--- config.mk ---
export PLATFORM = sky130hd
export DESIGN_NAME = dmem_access_ctrl
export DESIGN_NICKNAME = d
export VERILOG_FILES = /design/src/rtl/dmem_access_ctrl.sv
export SDC_FILE = /design/constraint.sdc
export NUM_CORES = 1
export LEC_CHECK = 0
export ABC_AREA = 1
export ABC_CLOCK_PERIOD_IN_PS = 8800
export CAP_MARGIN = 20
export CORE_MARGIN = 2
export CORE_UTILIZATION = 55
export CTS_CLUSTER_SIZE = 10
export DETAILED_ROUTE_END_ITERATION = 16
export DONT_BUFFER_PORTS = 1
export PLACE_DENSITY = 0.73
export SLEW_MARGIN = 10
export SYNTH_ARGS = -nofsm -noshare
export SYNTH_HDL_FRONTEND = slang
export SYNTH_SLANG_ARGS = --single-unit
--- constraint.sdc ---
create_clock -name clk -period 8.8 [get_ports clk]
set_input_delay 1.32 -clock clk [delete_from_list [all_inputs] [get_ports clk]]
set_output_delay 1.32 -clock clk [all_outputs]
set_load 0.01 [all_outputs]
--- src/rtl/dmem_access_ctrl.sv ---
// dmem_access_ctrl: sequences one LW/LBU/SB/SW access at a time onto a
// handshaked data-memory port, stalling the execute stage until the access
// completes, then presents a load result, a misalignment error or a timeout.
module dmem_access_ctrl #(
    parameter  int TIMEOUT_CYCLES = 256,
    localparam int CNT_W          = $clog2(TIMEOUT_CYCLES + 1)
) (
    input  logic        clk,
    input  logic        rst,
    input  logic        op_valid,
    input  logic        op_lw,
    input  logic        op_lbu,
    input  logic        op_sb,
    input  logic        op_sw,
    input  logic [31:0] op_addr,
    input  logic [31:0] op_wdata,
    input  logic [4:0]  op_rd,
    output logic        stall,
    output logic        mem_req,
    output logic        mem_we,
    output logic [31:0] mem_addr,
    output logic [3:0]  mem_wstrb,
    output logic [31:0] mem_wdata,
    input  logic        mem_gnt,
    input  logic        mem_rvalid,
    input  logic [31:0] mem_rdata,
    output logic        wb_valid,
    output logic [4:0]  wb_rd,
    output logic [31:0] wb_data,
    output logic        misalign_err,
    output logic        timeout_err,
    output logic [31:0] err_addr
);

    typedef enum logic [1:0] {S_IDLE, S_REQ, S_WAIT, S_DONE} state_t;

    localparam logic [CNT_W-1:0] CNT_LAST = CNT_W'(TIMEOUT_CYCLES - 1);

    state_t           state;
    logic [CNT_W-1:0] cnt;
    logic             lat_load;
    logic             lat_lbu;
    logic [31:0]      lat_addr;
    logic [4:0]       lat_rd;

    logic             one_hot;
    logic             accept;
    logic             misalign;
    logic [7:0]       load_byte;

    // Decode the incoming op: accept only a single op bit, flag misaligned words
    always_comb begin
        one_hot  = 1'b0;
        case ({op_lw, op_lbu, op_sb, op_sw})
            4'b1000, 4'b0100, 4'b0010, 4'b0001: one_hot = 1'b1;
            default:                            one_hot = 1'b0;
        endcase
        accept   = ~rst & op_valid & one_hot & (state == S_IDLE);
        misalign = (op_lw | op_sw) & (op_addr[1:0] != 2'b00);
        stall    = ~rst & (accept | (state == S_REQ) | (state == S_WAIT));
    end

    // Select the addressed byte lane of the returned word for LBU
    always_comb begin
        load_byte = mem_rdata[7:0];
        case (lat_addr[1:0])
            2'd0: load_byte = mem_rdata[7:0];
            2'd1: load_byte = mem_rdata[15:8];
            2'd2: load_byte = mem_rdata[23:16];
            2'd3: load_byte = mem_rdata[31:24];
            default: load_byte = mem_rdata[7:0];
        endcase
    end

    // Access sequencer: state, timeout counter, latched op and registered outputs
    always_ff @(posedge clk or posedge rst) begin
        if (rst) begin
            state        <= S_IDLE;
            cnt          <= '0;
            lat_load     <= 1'b0;
            lat_lbu      <= 1'b0;
            lat_addr     <= '0;
            lat_rd       <= '0;
            mem_req      <= 1'b0;
            mem_we       <= 1'b0;
            mem_addr     <= '0;
            mem_wstrb    <= '0;
            mem_wdata    <= '0;
            wb_valid     <= 1'b0;
            wb_rd        <= '0;
            wb_data      <= '0;
            misalign_err <= 1'b0;
            timeout_err  <= 1'b0;
            err_addr     <= '0;
        end else begin
            wb_valid     <= 1'b0;
            misalign_err <= 1'b0;
            timeout_err  <= 1'b0;
            case (state)
                S_IDLE: begin
                    if (accept) begin
                        if (misalign) begin
                            state        <= S_DONE;
                            misalign_err <= 1'b1;
                            err_addr     <= op_addr;
                        end else begin
                            state     <= S_REQ;
                            cnt       <= '0;
                            lat_load  <= op_lw | op_lbu;
                            lat_lbu   <= op_lbu;
                            lat_addr  <= op_addr;
                            lat_rd    <= op_rd;
                            mem_req   <= 1'b1;
                            mem_we    <= op_sb | op_sw;
                            mem_addr  <= {op_addr[31:2], 2'b00};
                            if (op_sw) begin
                                mem_wstrb <= 4'b1111;
                                mem_wdata <= op_wdata;
                            end else if (op_sb) begin
                                mem_wstrb <= 4'b0001 << op_addr[1:0];
                                mem_wdata <= {4{op_wdata[7:0]}};
                            end else begin
                                mem_wstrb <= 4'b0000;
                                mem_wdata <= '0;
                            end
                        end
                    end
                end
                S_REQ: begin
                    if (mem_gnt) begin
                        mem_req <= 1'b0;
                        cnt     <= cnt + CNT_W'(1);
                        state   <= lat_load ? S_WAIT : S_DONE;
                    end else if (cnt >= CNT_LAST) begin
                        mem_req     <= 1'b0;
                        timeout_err <= 1'b1;
                        err_addr    <= lat_addr;
                        state       <= S_DONE;
                    end else begin
                        cnt <= cnt + CNT_W'(1);
                    end
                end
                S_WAIT: begin
                    if (mem_rvalid) begin
                        wb_valid <= 1'b1;
                        wb_rd    <= lat_rd;
                        wb_data  <= lat_lbu ? {24'b0, load_byte} : mem_rdata;
                        state    <= S_DONE;
                    end else if (cnt >= CNT_LAST) begin
                        timeout_err <= 1'b1;
                        err_addr    <= lat_addr;
                        state       <= S_DONE;
                    end else begin
                        cnt <= cnt + CNT_W'(1);
                    end
                end
                S_DONE: begin
                    state <= S_IDLE;
                end
                default: begin
                    state <= S_IDLE;
                end
            endcase
        end
    end

endmodule

==> flow_summary.toml <==
[sta]
finalCriticalPeriod_ns = 4.05
slew-limit-headroom = 0.291
setup_tns_ns = 0
finalHoldViolCount = 0
tightest_slew_ns = 1.06
setup_violations = 0
rsz0062_at_grt = "no"
holdWs_ns = 0.469
finalClockSkew_ns = 0.00921
fin_crit_sh = 0.461
fmax_mhz = 247
drv_slew = 0

[cts]
cts_buffers = 17
cts-root-buf = "clkbuf_16"
postCtsHoldBufs = 0
cts_num_sinks = 160
clk_pin_slew_ns = 0.06
cts_resized = 0
htree_levels = 4
cts_setup_buffers = 0
worstSkewPairLatency_ns = 0.42
cts_tree = "done"
cts_max_path_buffers = 2

[place]
gp_congestion = 0.889
dp_hpwl_um = 12900
numPortBuffers = 0

[layout]
drive_gt1_frac = 0.0991
nets = 982
fillCellCount = 1277
area_growth_pct = 4.64
n_antenna_cell = 0

[critical_path]
cpMostUsedCell = "nor2_4"
path_buf_inv = 1
crit_type = "in2out"
cp_slowest_cell = "inv_6"
slowest_delay_ns = 0.51
end_kind = "output pin"
arrival_ns = 2.73
path_cells = "inv_6 -> nand2_1 -> nor2_4 -> nand2_2 -> nor2_4 -> o21a_1"
crit_fanout = 89
cp-start-kind = "input port"
required_ns = 7.48
crit_family = "simple AND/OR/NAND/NOR gates"

[global_route]
grt_first_pass_wirelength_um = 27600
grt_max_degree = 112
overflow = 0
grtUsageTotal = 0.240
antenna_found_initial = 0
grt_pass1_vias = 5219

[synth]
synth-async-reset-ratio = 1.00
yosys-top-cells-count = "nand2_1 (273), dfrtp_1 (160), inv_1 (67)"
yosys-top-cells-area = "dfrtp_1 (52%), nand2_1 (13%), a21oi_1 (4.2%), o21ai_0 (4.2%), o21ai_2 (3.8%)"
synth_top_cell_by_area = "dfrtp_1"
yosys_register_bits = 160
postSynthCellCount = 914
synth_area_per_cell_um2 = 8.41
synth.distinct_cells = 38
yosysMostFrequentCell = "nand2_1"
synth_edf_count = 0
yosysSeqAreaShare = 0.521
netlist.area_leader.share = 0.521
netlist_area_um2 = 7690
ys_warn_count = 0
ys.flop_type = "dfrtp_1"

[drt]
via_per_inst = 5.44
dr_total_vias = 5755
first_pass_iters = 5
drcViolationCount = 0
drt_iter0_markers = 355
wl_per_cell_um = 17.2
wl_um = 18200
ant_nets = 0

[die]
num_io_pins = 253
die_x_um = 122
fp.dieH_um = 122
design.die.area_um2 = 14900
core_area_um2 = 13800
initial_utilization = 0.558
rows = 43

[hold_path]
hp-class = "reg2reg"

[pwr]
ir_worst_vdd_mv = 0.248
powerDensity_nw_per_um2 = 384
p_leak_uw = 0.00395

[status]
run_status = "finished, final reports clean"

[flow_run]
max_cap_viol_count = 0
[worst paths after layout]
path                       slack (ns)             startpoint                  endpoint  cells past startpoint
max                              4.75                    rst                     stall                      6
min                              0.47  lat_rd[1]$_DFFE_PP0P_      wb_rd[1]$_DFFE_PP0P_                      2
max reg2reg                      5.85   state[0]$_DFFE_PP0N_  err_addr[23]$_DFFE_PP0P_                     11
min reg2reg                      0.47  lat_rd[1]$_DFFE_PP0P_      wb_rd[1]$_DFFE_PP0P_                      2
max in group asynchronous        6.49                    rst  lat_addr[28]$_DFFE_PP0P_                      2
min in group asynchronous        0.90                    rst   wb_data[20]$_DFFE_PP0P_                      1
[power breakdown]
group | switching [uW] | internal [uW] | leakage, uW
registers | 384 | 1040 | 0.00210
clock network | 286 | 438 | 0.000274
logic | 621 | 320 | 0.00158
total | 1290 | 1800 | 0.00395
[state kept, by name (all words and copies together) (netlist names)]
signal	count
mem_wdata	32
timeout_err	1
mem_we	1
mem_req	1
lat_lbu	1
wb_data	32
mem_wstrb	4
misalign_err	1
lat_rd	5
wb_rd	5
wb_valid	1
err_addr	32
cnt	9
state	2
lat_addr	32
lat_load	1
[per-stage QoR]
| step | power (uW) | std cells | area, um^2 | worst slack (ns) | utilization |
|---|---|---|---|---|---|
| after global routing | 3320 | 1058 | 8040 | 4.58 | 0.584 |
| after detailed placement | 2380 | 1027 | 7460 | 4.73 | 0.542 |
| after global placement | 2340 | 1027 | 7460 | 4.76 | 0.542 |
| after CTS | 3110 | 1058 | 8040 | 4.72 | 0.584 |
| after floorplan | 2250 | 915 | 7690 | 1.77 | - |
| final | 3090 | 1058 | 8040 | 4.75 | 0.584 |
[metal layers]
layer / up-vias / GRT usage / routed length [um]
met3: 26 / 0.106 / 2100
met2: 257 / 0.386 / 8540
li1: 2820 / - / -
met5: - / 0 / 0
met1: 2652 / 0.285 / 7150
met4: 0 / 0.0848 / 434
[worst min-delay path: stages, from the launching register on]
cell     delay [ns]
dfrtp_1        0.34
nand2_1        0.05
nand2_1        0.05
[kinds of logic (layout without fill, tap and decap cells)]
logic type      count (synthesis)  count (layout)  share of synthesized area
flops                         160             160                      0.521
fa+ha+maj                       6               6                    0.00977
compound gates                223             223                      0.168
mux                             1               1                    0.00130
other cells                     1               2                   0.000488
buf+inv                       147             110                      0.102
simple gates                  374             374                      0.196
xor+xnor                        2               2                    0.00228
[final cells by class]
cell class / count / area (um^2) / area share
sequential: 160 / 4000 / 0.498
multi-input combinational: 608 / 2910 / 0.361
clock buffer: 22 / 474 / 0.0590
inverter: 74 / 288 / 0.0358
tap: 180 / 225 / 0.0280
clock inverter: 9 / 109 / 0.0135
timing repair buffer: 5 / 37.5 / 0.00467
[cell usage in the layout, fill, tap and decap left out, types with 2 or more instances in the layout]
master / instances
o21ai_1: 42
clkinv_2: 2
a221oi_1: 2
nand4_1: 5
a21oi_1: 65
clkbuf_8: 3
o21ai_0: 65
nand3_1: 16
ha_1: 5
nor2_4: 3
nand2_2: 4
inv_4: 2
nor2_1: 65
clkbuf_16: 17
bufinv_16: 2
nor3_1: 3
xor2_1: 2
o211ai_1: 2
nand2_1: 273
dfrtp_1: 160
o21ai_2: 33
clkbuf_1: 2
inv_1: 66
o21a_1: 3
a31oi_1: 6
conb_1: 2
buf_4: 5
clkinvlp_4: 4
inv_2: 5
(Power assumes the default switching activity.)
